## src/rtl/mem_arbiter_pkg.sv

```systemverilog
// mem_arbiter_pkg
// Shared definitions for the z0 data-memory arbiter: requester IDs, the
// arbiter state encoding and the round-robin successor helper.
// No ports; imported by rr_pick3 and mem_arbiter.

package mem_arbiter_pkg;

   // Requester IDs. They double as bit positions in the request and grant vectors.
   localparam logic [1:0] REQ_FETCH = 2'd0;
   localparam logic [1:0] REQ_LOAD  = 2'd1;
   localparam logic [1:0] REQ_STORE = 2'd2;

   typedef enum logic [1:0] {
      ARB_IDLE = 2'b00,
      ARB_BUSY = 2'b01,
      ARB_DONE = 2'b10
   } arb_state_t;

   // Next requester in the circular order fetch -> load -> store -> fetch.
   // The unused code 3 folds back to fetch so the picker can never stall on it.
   function automatic logic [1:0] rr_next(input logic [1:0] idx);
      return (idx >= REQ_STORE) ? REQ_FETCH : idx + 2'd1;
   endfunction

endpackage

```

## src/rtl/mem_arbiter_rr_pick3.sv

```systemverilog
// rr_pick3
// Purely combinational three-way round-robin picker. The first requester
// after rr_last, in circular order, wins.
// Ports:
//   req           in  3  request vector, bit i = requester ID i
//   rr_last       in  2  ID of the previous winner
//   winner_onehot out 3  one-hot winner, all zero when nothing requests
//   winner_idx    out 2  winner ID, meaningful only when any is high
//   any           out 1  at least one request is present

module rr_pick3 (
   input  logic [2:0] req,
   input  logic [1:0] rr_last,
   output logic [2:0] winner_onehot,
   output logic [1:0] winner_idx,
   output logic       any
);
   import mem_arbiter_pkg::*;

   logic [1:0] cand0;
   logic [1:0] cand1;
   logic [1:0] cand2;
   logic [3:0] req_ext;

   // Candidates in priority order, starting just after the last winner.
   assign cand0 = rr_next(rr_last);
   assign cand1 = rr_next(cand0);
   assign cand2 = rr_next(cand1);

   // Padded so that every 2-bit index selects a defined bit.
   assign req_ext = {1'b0, req};

   always_comb begin
      winner_idx = cand0;
      if (req_ext[cand0]) begin
         winner_idx = cand0;
      end else if (req_ext[cand1]) begin
         winner_idx = cand1;
      end else if (req_ext[cand2]) begin
         winner_idx = cand2;
      end
   end

   assign any           = |req;
   assign winner_onehot = any ? (3'b001 << winner_idx) : 3'b000;

endmodule

```

## src/rtl/mem_arbiter.sv

```systemverilog
// mem_arbiter
// Shares the z0 CPU's single data-memory port between instruction fetch,
// load and store. It picks a winner round-robin, latches its address, write
// data and direction, and runs one memory transaction. A watchdog aborts
// transactions the memory never finishes.
// Ports:
//   clk, rst_n                         clock, synchronous active-low reset
//   fetch/load/store_req               level requests, held until finish/abort
//   fetch/load/store_addr, store_data  sampled only at grant
//   fetch/load/store_grant             one-hot, high for the whole transaction
//   rd_data                            mem_rdata passed straight through
//   fetch/load_valid                   mem_valid routed to the winner
//   fetch/load/store_finish            mem_finish routed to the winner
//   fetch/load/store_abort             one-cycle watchdog abort to the winner
//   mem_req, mem_we, mem_addr, mem_wdata  memory request side
//   mem_rdata, mem_valid, mem_finish      memory response side
// TIMEOUT is the number of BUSY cycles before an abort and must be at least 2.

module mem_arbiter #(
   parameter int TIMEOUT = 255
) (
   input  logic        clk,
   input  logic        rst_n,
   input  logic        fetch_req,
   input  logic        load_req,
   input  logic        store_req,
   input  logic [15:0] fetch_addr,
   input  logic [15:0] load_addr,
   input  logic [15:0] store_addr,
   input  logic [15:0] store_data,
   output logic        fetch_grant,
   output logic        load_grant,
   output logic        store_grant,
   output logic [15:0] rd_data,
   output logic        fetch_valid,
   output logic        load_valid,
   output logic        fetch_finish,
   output logic        load_finish,
   output logic        store_finish,
   output logic        fetch_abort,
   output logic        load_abort,
   output logic        store_abort,
   output logic        mem_req,
   output logic        mem_we,
   output logic [15:0] mem_addr,
   output logic [15:0] mem_wdata,
   input  logic [15:0] mem_rdata,
   input  logic        mem_valid,
   input  logic        mem_finish
);
   import mem_arbiter_pkg::*;

   localparam int            CW       = $clog2(TIMEOUT);
   localparam logic [CW-1:0] LAST_CNT = CW'(TIMEOUT - 1);

   arb_state_t    state;
   arb_state_t    state_nxt;
   logic [2:0]    grant_q;
   logic [1:0]    rr_last;
   logic [CW-1:0] wd_cnt;
   logic [15:0]   addr_q;
   logic [15:0]   wdata_q;
   logic          we_q;

   logic [2:0]    req_vec;
   logic [2:0]    pick_onehot;
   logic [1:0]    pick_idx;
   logic          pick_any;
   logic [15:0]   pick_addr;

   logic          busy;
   logic          timeout_hit;
   logic          abort_pulse;

   assign req_vec = {store_req, load_req, fetch_req};

   rr_pick3 u_pick (
      .req           (req_vec),
      .rr_last       (rr_last),
      .winner_onehot (pick_onehot),
      .winner_idx    (pick_idx),
      .any           (pick_any)
   );

   always_comb begin
      pick_addr = fetch_addr;
      case (pick_idx)
         REQ_LOAD:  pick_addr = load_addr;
         REQ_STORE: pick_addr = store_addr;
         default:   pick_addr = fetch_addr;
      endcase
   end

   assign busy        = (state == ARB_BUSY);
   assign timeout_hit = (wd_cnt == LAST_CNT);
   // A finish arriving on the last watchdog cycle wins over the abort.
   assign abort_pulse = busy && !mem_finish && timeout_hit;

   always_ff @(posedge clk) begin
      if (!rst_n) begin
         state <= ARB_IDLE;
      end else begin
         state <= state_nxt;
      end
   end

   always_comb begin
      state_nxt = state;
      case (state)
         ARB_IDLE: begin
            if (pick_any) begin
               state_nxt = ARB_BUSY;
            end
         end
         ARB_BUSY: begin
            if (mem_finish || timeout_hit) begin
               state_nxt = ARB_DONE;
            end
         end
         ARB_DONE: state_nxt = ARB_IDLE;
         default:  state_nxt = ARB_IDLE;
      endcase
   end

   // Grant, latched transaction fields, round-robin pointer and watchdog.
   // The latched fields stay put after a transaction until the next grant.
   always_ff @(posedge clk) begin
      if (!rst_n) begin
         grant_q <= 3'b000;
         rr_last <= REQ_STORE;
         wd_cnt  <= '0;
         addr_q  <= 16'h0000;
         wdata_q <= 16'h0000;
         we_q    <= 1'b0;
      end else begin
         case (state)
            ARB_IDLE: begin
               if (pick_any) begin
                  grant_q <= pick_onehot;
                  rr_last <= pick_idx;
                  wd_cnt  <= '0;
                  addr_q  <= pick_addr;
                  we_q    <= (pick_idx == REQ_STORE);
                  wdata_q <= (pick_idx == REQ_STORE) ? store_data : 16'h0000;
               end
            end
            ARB_BUSY: begin
               if (!timeout_hit) begin
                  wd_cnt <= wd_cnt + 1'b1;
               end
            end
            default: begin
               grant_q <= 3'b000;
            end
         endcase
      end
   end

   assign fetch_grant = grant_q[REQ_FETCH];
   assign load_grant  = grant_q[REQ_LOAD];
   assign store_grant = grant_q[REQ_STORE];

   assign mem_req   = busy;
   assign mem_we    = we_q;
   assign mem_addr  = addr_q;
   assign mem_wdata = wdata_q;
   assign rd_data   = mem_rdata;

   // Responses only reach the winner while the memory transaction is open;
   // the grant alone is not enough because it is still high during DONE.
   assign fetch_valid  = busy && mem_valid  && grant_q[REQ_FETCH];
   assign load_valid   = busy && mem_valid  && grant_q[REQ_LOAD];
   assign fetch_finish = busy && mem_finish && grant_q[REQ_FETCH];
   assign load_finish  = busy && mem_finish && grant_q[REQ_LOAD];
   assign store_finish = busy && mem_finish && grant_q[REQ_STORE];
   assign fetch_abort  = abort_pulse && grant_q[REQ_FETCH];
   assign load_abort   = abort_pulse && grant_q[REQ_LOAD];
   assign store_abort  = abort_pulse && grant_q[REQ_STORE];

endmodule

```

## config.mk

```make
export PLATFORM = sky130hd
export DESIGN_NAME = mem_arbiter
export DESIGN_NICKNAME = d
export VERILOG_FILES = /design/src/rtl/mem_arbiter_pkg.sv /design/src/rtl/mem_arbiter_rr_pick3.sv /design/src/rtl/mem_arbiter.sv
export SDC_FILE = /design/constraint.sdc
export NUM_CORES = 1
export LEC_CHECK = 0
export ABC_AREA = 1
export CORE_MARGIN = 2
export CORE_UTILIZATION = 39
export CTS_CLUSTER_DIAMETER = 50
export CTS_CLUSTER_SIZE = 10
export DETAILED_ROUTE_END_ITERATION = 6
export GPL_TIMING_DRIVEN = 1
export PLACE_DENSITY_LB_ADDON = 0.05
export SLEW_MARGIN = 20
export SYNTH_ARGS = -nofsm -noshare
export SYNTH_HDL_FRONTEND = slang
export SYNTH_HIERARCHICAL = 1
export SYNTH_SLANG_ARGS = --single-unit
```

## constraint.sdc

```tcl
create_clock -name clk -period 2.63 [get_ports clk]
set_clock_uncertainty 0.1 [all_clocks]
set_input_delay 0.263 -clock clk [delete_from_list [all_inputs] [get_ports clk]]
set_output_delay 0.263 -clock clk [all_outputs]
set_load 0.01 [all_outputs]
```

==> results summary, run 1 <==
Once detailed placement completed, the half-perimeter wirelength came to 5360 um. The die covers 7450 um2. In this run, the number of DRC markers left after iteration 0 of detailed routing was 67.

The area taken by multi-input logic gates came out at 1330 um2. For this run, the register share of the synthesized area comes to 36.3%. After detailed routing, no signal wire sits above met4. The most frequent cell after synthesis is nand2_1. The number of max-slew violations in the final report is 0. The total count of hold-check failures in the final report is 0. The number of buffers on the longest clock path came out at 2.

The peak ir drop on the vdd network is 0.000288 V. The worst setup path category is flop to output port. The slew at the pin with the worst max-slew slack came out at 0.807 ns. STA classifies the critical path endpoint as an output port. The area share of the largest cell type after synthesis came out at 36.3%. In the synthesized netlist the dominant register cell turns out to be dfxtp_1. The pin count of the biggest net entering global routing is 27. For this run, the detailed router's first-pass iteration total came to 4.

The run finished with clean final reports. The routed layout has 2652 vias. Clock tree synthesis found a total of 48 sinks. The layout net count is 556.

Once the floorplan was initialized, standard cells occupied 39.6% of the core. The cell count of the worst reg-to-reg path is 6. The clock network latency to the later pin of the worst-skew pair is 0.30 ns.

The fraction of synthesis flops using an asynchronous set or reset pin is 0%. The relative max-transition margin came out at 46.0%. The clock transition at the registers of the reported paths is 0.09 ns. The cell taking the most area after synthesis is dfxtp_1. Wire segments on met3 add up to 587 um in the final route.

The data required time at the worst endpoint is 2.27 ns. The path class of the tightest hold or removal check is flop to flop. The distinct cell type count of the synthesized netlist came out at 30. With fillers left out, the area of the finished cells amounts to 3860 um2. After detailed routing, the number of remaining DRC violations is 0. The boundary pin count is 148. For this run, the slowest stage of the critical path takes 0.53 ns.

The utilization after layout is 57.8%. The placed standard-cell area came out at 3760 um2. The overall power is 2.29 mW. The global-route wire length before repair is 11800 um. The number of flops mapped to enable cells by yosys is 0. The site row count is 30.

The buffers plus inverters on the worst setup path is 3. The final setup violation count came out at 0. By area the synthesized netlist is led by dfxtp_1 36%, nand2_1 13%, a21oi_1 9.7%. The routed design uses 3300 um of met2 wire. The antenna diode instance count came out at 0. The cell area after synthesis is 2640 um2. The proportion of layout cells with a drive suffix above 1 came out at 12.4%. The average size of a mapped cell came out at 7.22 um2. The total power divided by cell area came out at 592 nW/um2. The number of instances in the synthesized netlist came out at 366. Global routing finished with a remaining overflow of 0.

The sequential cell area in the final layout came out at 961 um2. The max-capacitance violation count came out at 0. The highest attainable clock frequency is 403 MHz.

The clock period could shrink to 2.48 ns. The via count of the first global-routing pass was 2559. The count of nets left with antenna violations once routing finished came out at 0. The detailed-route wire length on metal 1 is 3220 um. The total of flip-flops plus latches after synthesis is 48. The leakage dissipation came out at 1.51 nW.

The final clock period utilization by the worst path is 94.4%. TritonCTS built the clock tree. The number of instances on the worst hold path came out at 2.

The core region is 6680 um2. The clock root buffer master is clkbuf_8. Traced cell by cell, the critical path runs through inv_2 -> nor2_4 -> inv_4 -> or3_4 -> nor2_2 -> clkdlybuf4s50_1. For the worst setup path, the data arrival time is 2.12 ns.

The deepest level of the CTS H-tree came out at 2. The horizontal die dimension came out at 86.3 um. The total negative slack for setup checks came out at 0 ns. The total global routing track utilization is 19.7%. In the routed layout, each cell is associated on average with a via count of 4.86.

STA classifies the critical path startpoint as a flop. The library cell contributing the largest single delay on the critical path is clkdlybuf4s50_1. Yosys printed 6 warnings.

The sum of routed wire length over all layers is 7180 um. The chip height came out at 86.3 um. The number of hold-repair buffers added at the cts stage is 0.

In this run the tool buffered the top-level ports with 115 buffer cells. The final weighted congestion of routability-driven global placement is 0.802. The initial antenna violation count came to 0. The post-synthesis to final-layout area growth is 46.1%. Counting the fill cells in the layout gives 657. The routed length per instance came out at 13.1 um. In this design, the largest share of critical-path delay is due to simple AND/OR/NAND/NOR gates.

The number of instances resized during post-cts repair is 0. Setup repair after global routing left no endpoint under its margin. The number of nets handed over by synthesis was 457. The commonest cells after synthesis are 94 x nand2_1, 51 x a21oi_1, 48 x dfxtp_1, 24 x inv_1.

In this run, CTS created clock tree buffers numbering 5. The largest fanout on the critical path is 9. The number of buffers added for setup after CTS came out at 0. The logic depth of the worst path, buffers included came out at 6.
-- state kept, by name, summed over array words and instances (netlist names) --
| signal | flops |
|---|---|
| grant_q | 3 |
| mem_addr | 16 |
| mem_wdata | 16 |
| mem_we | 1 |
| rr_last | 2 |
| state | 2 |
| wd_cnt | 8 |
-- logic make-up (layout without fill, tap and decap cells) --
family,after synthesis,after routing,synth area share (%)
AOI/OAI and AO/OA,97,97,22.4
adders and majority gates,4,4,1.89
buffers and inverters,65,165,13.3
DFF,48,48,36.3
and+or+nand+nor,152,152,26.0
-- path summary, 6_finish.rpt --
kind                              startpoint             to  slack (ns)
worst max-delay path                state[0]    fetch_abort        0.15
worst min-delay path            mem_wdata[8]   mem_wdata[8]        0.37
worst max register to register      state[1]  mem_wdata[14]        0.43
worst min register to register  mem_wdata[8]   mem_wdata[8]        0.37
-- metrics by stage --
| stage | instances | hold slack (ns) | setup slack, ns |
|---|---|---|---|
| finish | 546 | 0.367 | 0.147 |
| global placement | 538 | 0.350 | 0.0549 |
| global route | 546 | 0.390 | 0.0227 |
| detailed placement | 538 | 0.354 | -0.0512 |
| floorplan | 366 | 0.306 | 0.452 |
| CTS | 546 | 0.368 | 0.108 |
-- worst register-to-register path, stage by stage, from the launching register on --
cell and delay, ns:
dfxtp_1 0.38, nor3_4 0.71, inv_2 0.25, buf_12 0.25, nor2_8 0.23, nand2_1 0.09, a21oi_1 0.13
-- final cells by class --
cell class	count	area share, %
multi-input combinational	253	34.5
timing repair buffer	128	32.7
sequential	48	24.9
inverter	29	2.88
tap	80	2.59
clock buffer	6	2.14
clock inverter	2	0.389
-- routing by layer --
metal | global-route usage, % | vias up
li1 | - | 1377
met5 | 0 | -
met1 | 25.4 | 1192
met4 | 4.26 | 0
met2 | 31.5 | 77
met3 | 7.52 | 6
-- cells in the final DEF, fill, tap and decap left out, types with 2 or more instances in the layout --
cell / instances
inv_2: 4
a22o_1: 16
nand2_1: 94
a21oi_1: 51
nand3_1: 12
buf_4: 12
nor3_1: 6
clkinvlp_4: 2
nand2_2: 7
or2_2: 3
nor2_1: 17
clkbuf_8: 6
dfxtp_1: 48
o21ai_0: 17
inv_1: 24
ha_1: 4
a21oi_2: 10
nor2_2: 6
clkdlybuf4s50_1: 115
-- report_power, final --
group	total [mW]	internal (mW)	switching (mW)
Sequential	0.867	0.810	0.0564
Combinational	0.955	0.458	0.496
Clock	0.465	0.213	0.252
Total	2.29	1.48	0.805
(Power assumes the default switching activity.)
==> run 2, diff against run 1 <==
--- a/config.mk
+++ b/config.mk
@@ -6,7 +6,7 @@
 export NUM_CORES = 1
 export LEC_CHECK = 0
 export ABC_AREA = 1
-export CORE_MARGIN = 2
+export CORE_MARGIN = 4
 export CORE_UTILIZATION = 39
 export CTS_CLUSTER_DIAMETER = 50
 export CTS_CLUSTER_SIZE = 10
==> results summary, run 2 (synthesized netlist as in run 1, its figures left out) <==
The post-DP HPWL came out at 5560 um (+3.8%). The post-detailed-route via-to-cell ratio is 4.90 (+0.95%). The longest individual stage delay on the worst path came out at 0.53 ns (about the same).

The violation count after the first detailed-routing iteration came out at 122 (+82%). The worst-case setup margin in the final layout was 0.138 ns (-0.00940 ns). The internal reg-to-reg setup slack came out at 0.51 ns (+0.08 ns). The site row count is 29 (-3.3%). The antenna diode instance count is 0 (unchanged). The initial antenna violation count was 0 (unchanged). The via count of the first global-routing pass is 2567 (+0.31%). The layout net count came out at 552 (-0.72%). The horizontal die dimension came to 90.3 um (+4.6%). The worst setup path is launched from a flop. On the critical path, the stage with the largest delay is an instance of clkdlybuf4s50_1. The leakage dissipation is 1.52 nW (+0.71%). The total global routing track utilization is 18.0% (-1.7 points). The filler-free cell count of the finished design is 539 (-1.3%). The library cells used most frequently in the layout, excluding fill and tap cells, are 115 x clkdlybuf4s50_1, 94 x nand2_1, 51 x a21oi_1, 48 x dfxtp_1, 24 x inv_1. The count of nets left with antenna violations after detail routing came out at 0 (unchanged). The floorplan die area came out at 8160 um2 (+9.5%). The number of buffers added for setup after CTS is 0 (unchanged).

The cell count of the worst reg-to-reg path came out at 12 (+6). The routed length per instance came out at 13.8 um (+4.7%). The detailed-router iteration count before antenna repair is 4 (unchanged). The post-synthesis to final-layout area growth came out at 46.7%. The residual DRC count came to 0 (unchanged). The shortest period the worst path allows is 2.49 ns (+0.00940 ns). TritonCTS built the clock tree. The area taken by multi-input logic gates came out at 1330 um2 (unchanged). The sum of routed wire length over all layers came out at 7420 um (+3.3%). The worst register-to-register path begins at rr_last[1]. The worst register-to-register path ends at mem_addr[11]. The placeable core region is 6460 um2 (-3.3%).

The largest fanout on the critical path was 9 (unchanged). The total power divided by cell area came to 655 nW/um2 (+11%). The flow ran to the end, and the final reports show no timing, DRC or antenna violations. The number of instances in the placed design is 531 (-1.3%). The peak ir drop on the vdd network came out at 0.000341 V (+18%). The clock network latency to the later pin of the worst-skew pair is 0.31 ns (about the same). The clock sink count came to 48 (unchanged). The final clock period utilization by the worst path came out at 94.8% (+0.36 points).

The clock root buffer master is clkbuf_8. The deepest level of the CTS H-tree came out at 2 (unchanged). The slew at the pin with the worst max-slew slack was 0.772 ns (-0.0352 ns). The number of hold-repair buffers added at the cts stage is 0 (unchanged). The fill cell total of the finished layout came out at 596 (-9.3%). The relative max-transition margin came out at 48.4% (+2.4 points). The total vias in the final route is 2643 (-0.34%).

The max-capacitance violation count came out at 0 (unchanged). The number of buffers on the longest clock path is 2 (unchanged). The arrival time of data at the critical path endpoint came to 2.13 ns (about the same). The worst-case hold slack came out at 0.365 ns (-0.00109 ns). The overall power is 2.54 mW (+11%).

The worst slack at placement is 0.0287 ns (+0.0799 ns). The sequential cell area in the final layout is 961 um2 (unchanged). STA classifies the critical path endpoint as an output port.

The global-route wire length before repair is 12200 um (+3.0%). The final non-filler cell area is 3880 um2 (+0.39%). The final weighted congestion of routability-driven global placement came out at 0.802 (about the same). Leaving out fill and tap cells, the most frequent cell in the layout is clkdlybuf4s50_1. The initial core utilization is 40.9% (+1.4 points). The final setup violation count is 0 (unchanged). In this run the worst setup path begins at state[0]. The data required time at the worst endpoint was 2.27 ns (about the same). The overflow left after global routing was 0 (unchanged). The utilization after layout is 60.0% (+2.2 points). The boundary pin count is 148 (unchanged).

The path class of the tightest hold or removal check is flop to flop. The number of instances resized during post-cts repair is 0 (unchanged). The chip height came to 90.3 um (+4.6%). The total clock buffers created by CTS came to 5 (unchanged).

The clock transition at the registers of the reported paths is 0.09 ns (about the same). The pin count of the biggest net entering global routing came out at 27 (unchanged). Traced cell by cell, the critical path runs through inv_2 -> nor2_4 -> inv_4 -> or3_4 -> nor2_2 -> clkdlybuf4s50_1. In this run the worst setup path terminates at fetch_abort. The setup path with the least slack is of type flop to output port. The number of max-slew violations in the final report came out at 0 (unchanged). The placed standard-cell area is 3720 um2 (-1.2%). Setup repair after global routing left no endpoint under its margin. The total count of hold-check failures in the final report was 0 (unchanged). The count of port buffers added during placement came to 115 (unchanged). The total negative slack for setup checks is 0 ns (unchanged). The highest attainable clock frequency is 401 MHz (-0.38%). The proportion of layout cells with a drive suffix above 1 is 11.7% (-0.76 points).
[run 2: cell count changes in the layout (fill, tap and decap cells not counted)]
cell	delta
clkinvlp_4	-2
buf_4	-3
clkbuf_8	-1
bufinv_16	+3
buf_12	-1
[run 2: critical path: cells and delay by family, from the launching register on]
family,cells,cell delay (ns)
and+or+nand+nor,3,0.71
buffers and inverters,3,0.67
DFF,1,0.44
[run 2: how the worst min path moves through the flow]
stage | start | endpoint | slack, ns | cells past startpoint
2_1_floorplan | store_data[8] | mem_wdata[8] | 0.31 | 2
3_3_place_gp | mem_wdata[13] | mem_wdata[13] | 0.35 | 2
3_5_place_dp | mem_wdata[14] | mem_wdata[14] | 0.36 | 2
4_1_cts | mem_wdata[14] | mem_wdata[14] | 0.37 | 2
5_1_grt | mem_wdata[7] | mem_wdata[7] | 0.39 | 2
6_report | mem_wdata[14] | mem_wdata[14] | 0.37 | 2
[run 2: final cells by class]
type / count / share of cell area, %
sequential: 48 / 24.8
clock inverter: 3 / 2.32
clock buffer: 5 / 1.77
tap: 77 / 2.48
timing repair buffer: 124 / 31.4
multi-input combinational: 253 / 34.3
inverter: 29 / 2.87
[run 2: layer usage]
metal  track usage (%)  share of wire (%)  vias to the layer above
li1                  -                  -                     1369
met1              21.7                 44                     1178
met2              30.4                 45                       84
met3              6.42                9.0                       12
met4              4.34                1.2                        0
met5                 0                  0                        -
[run 2: power by group]
group | switching (mW) | internal, mW
Sequential | 0.0539 | 0.810
Combinational | 0.497 | 0.440
Clock | 0.263 | 0.475
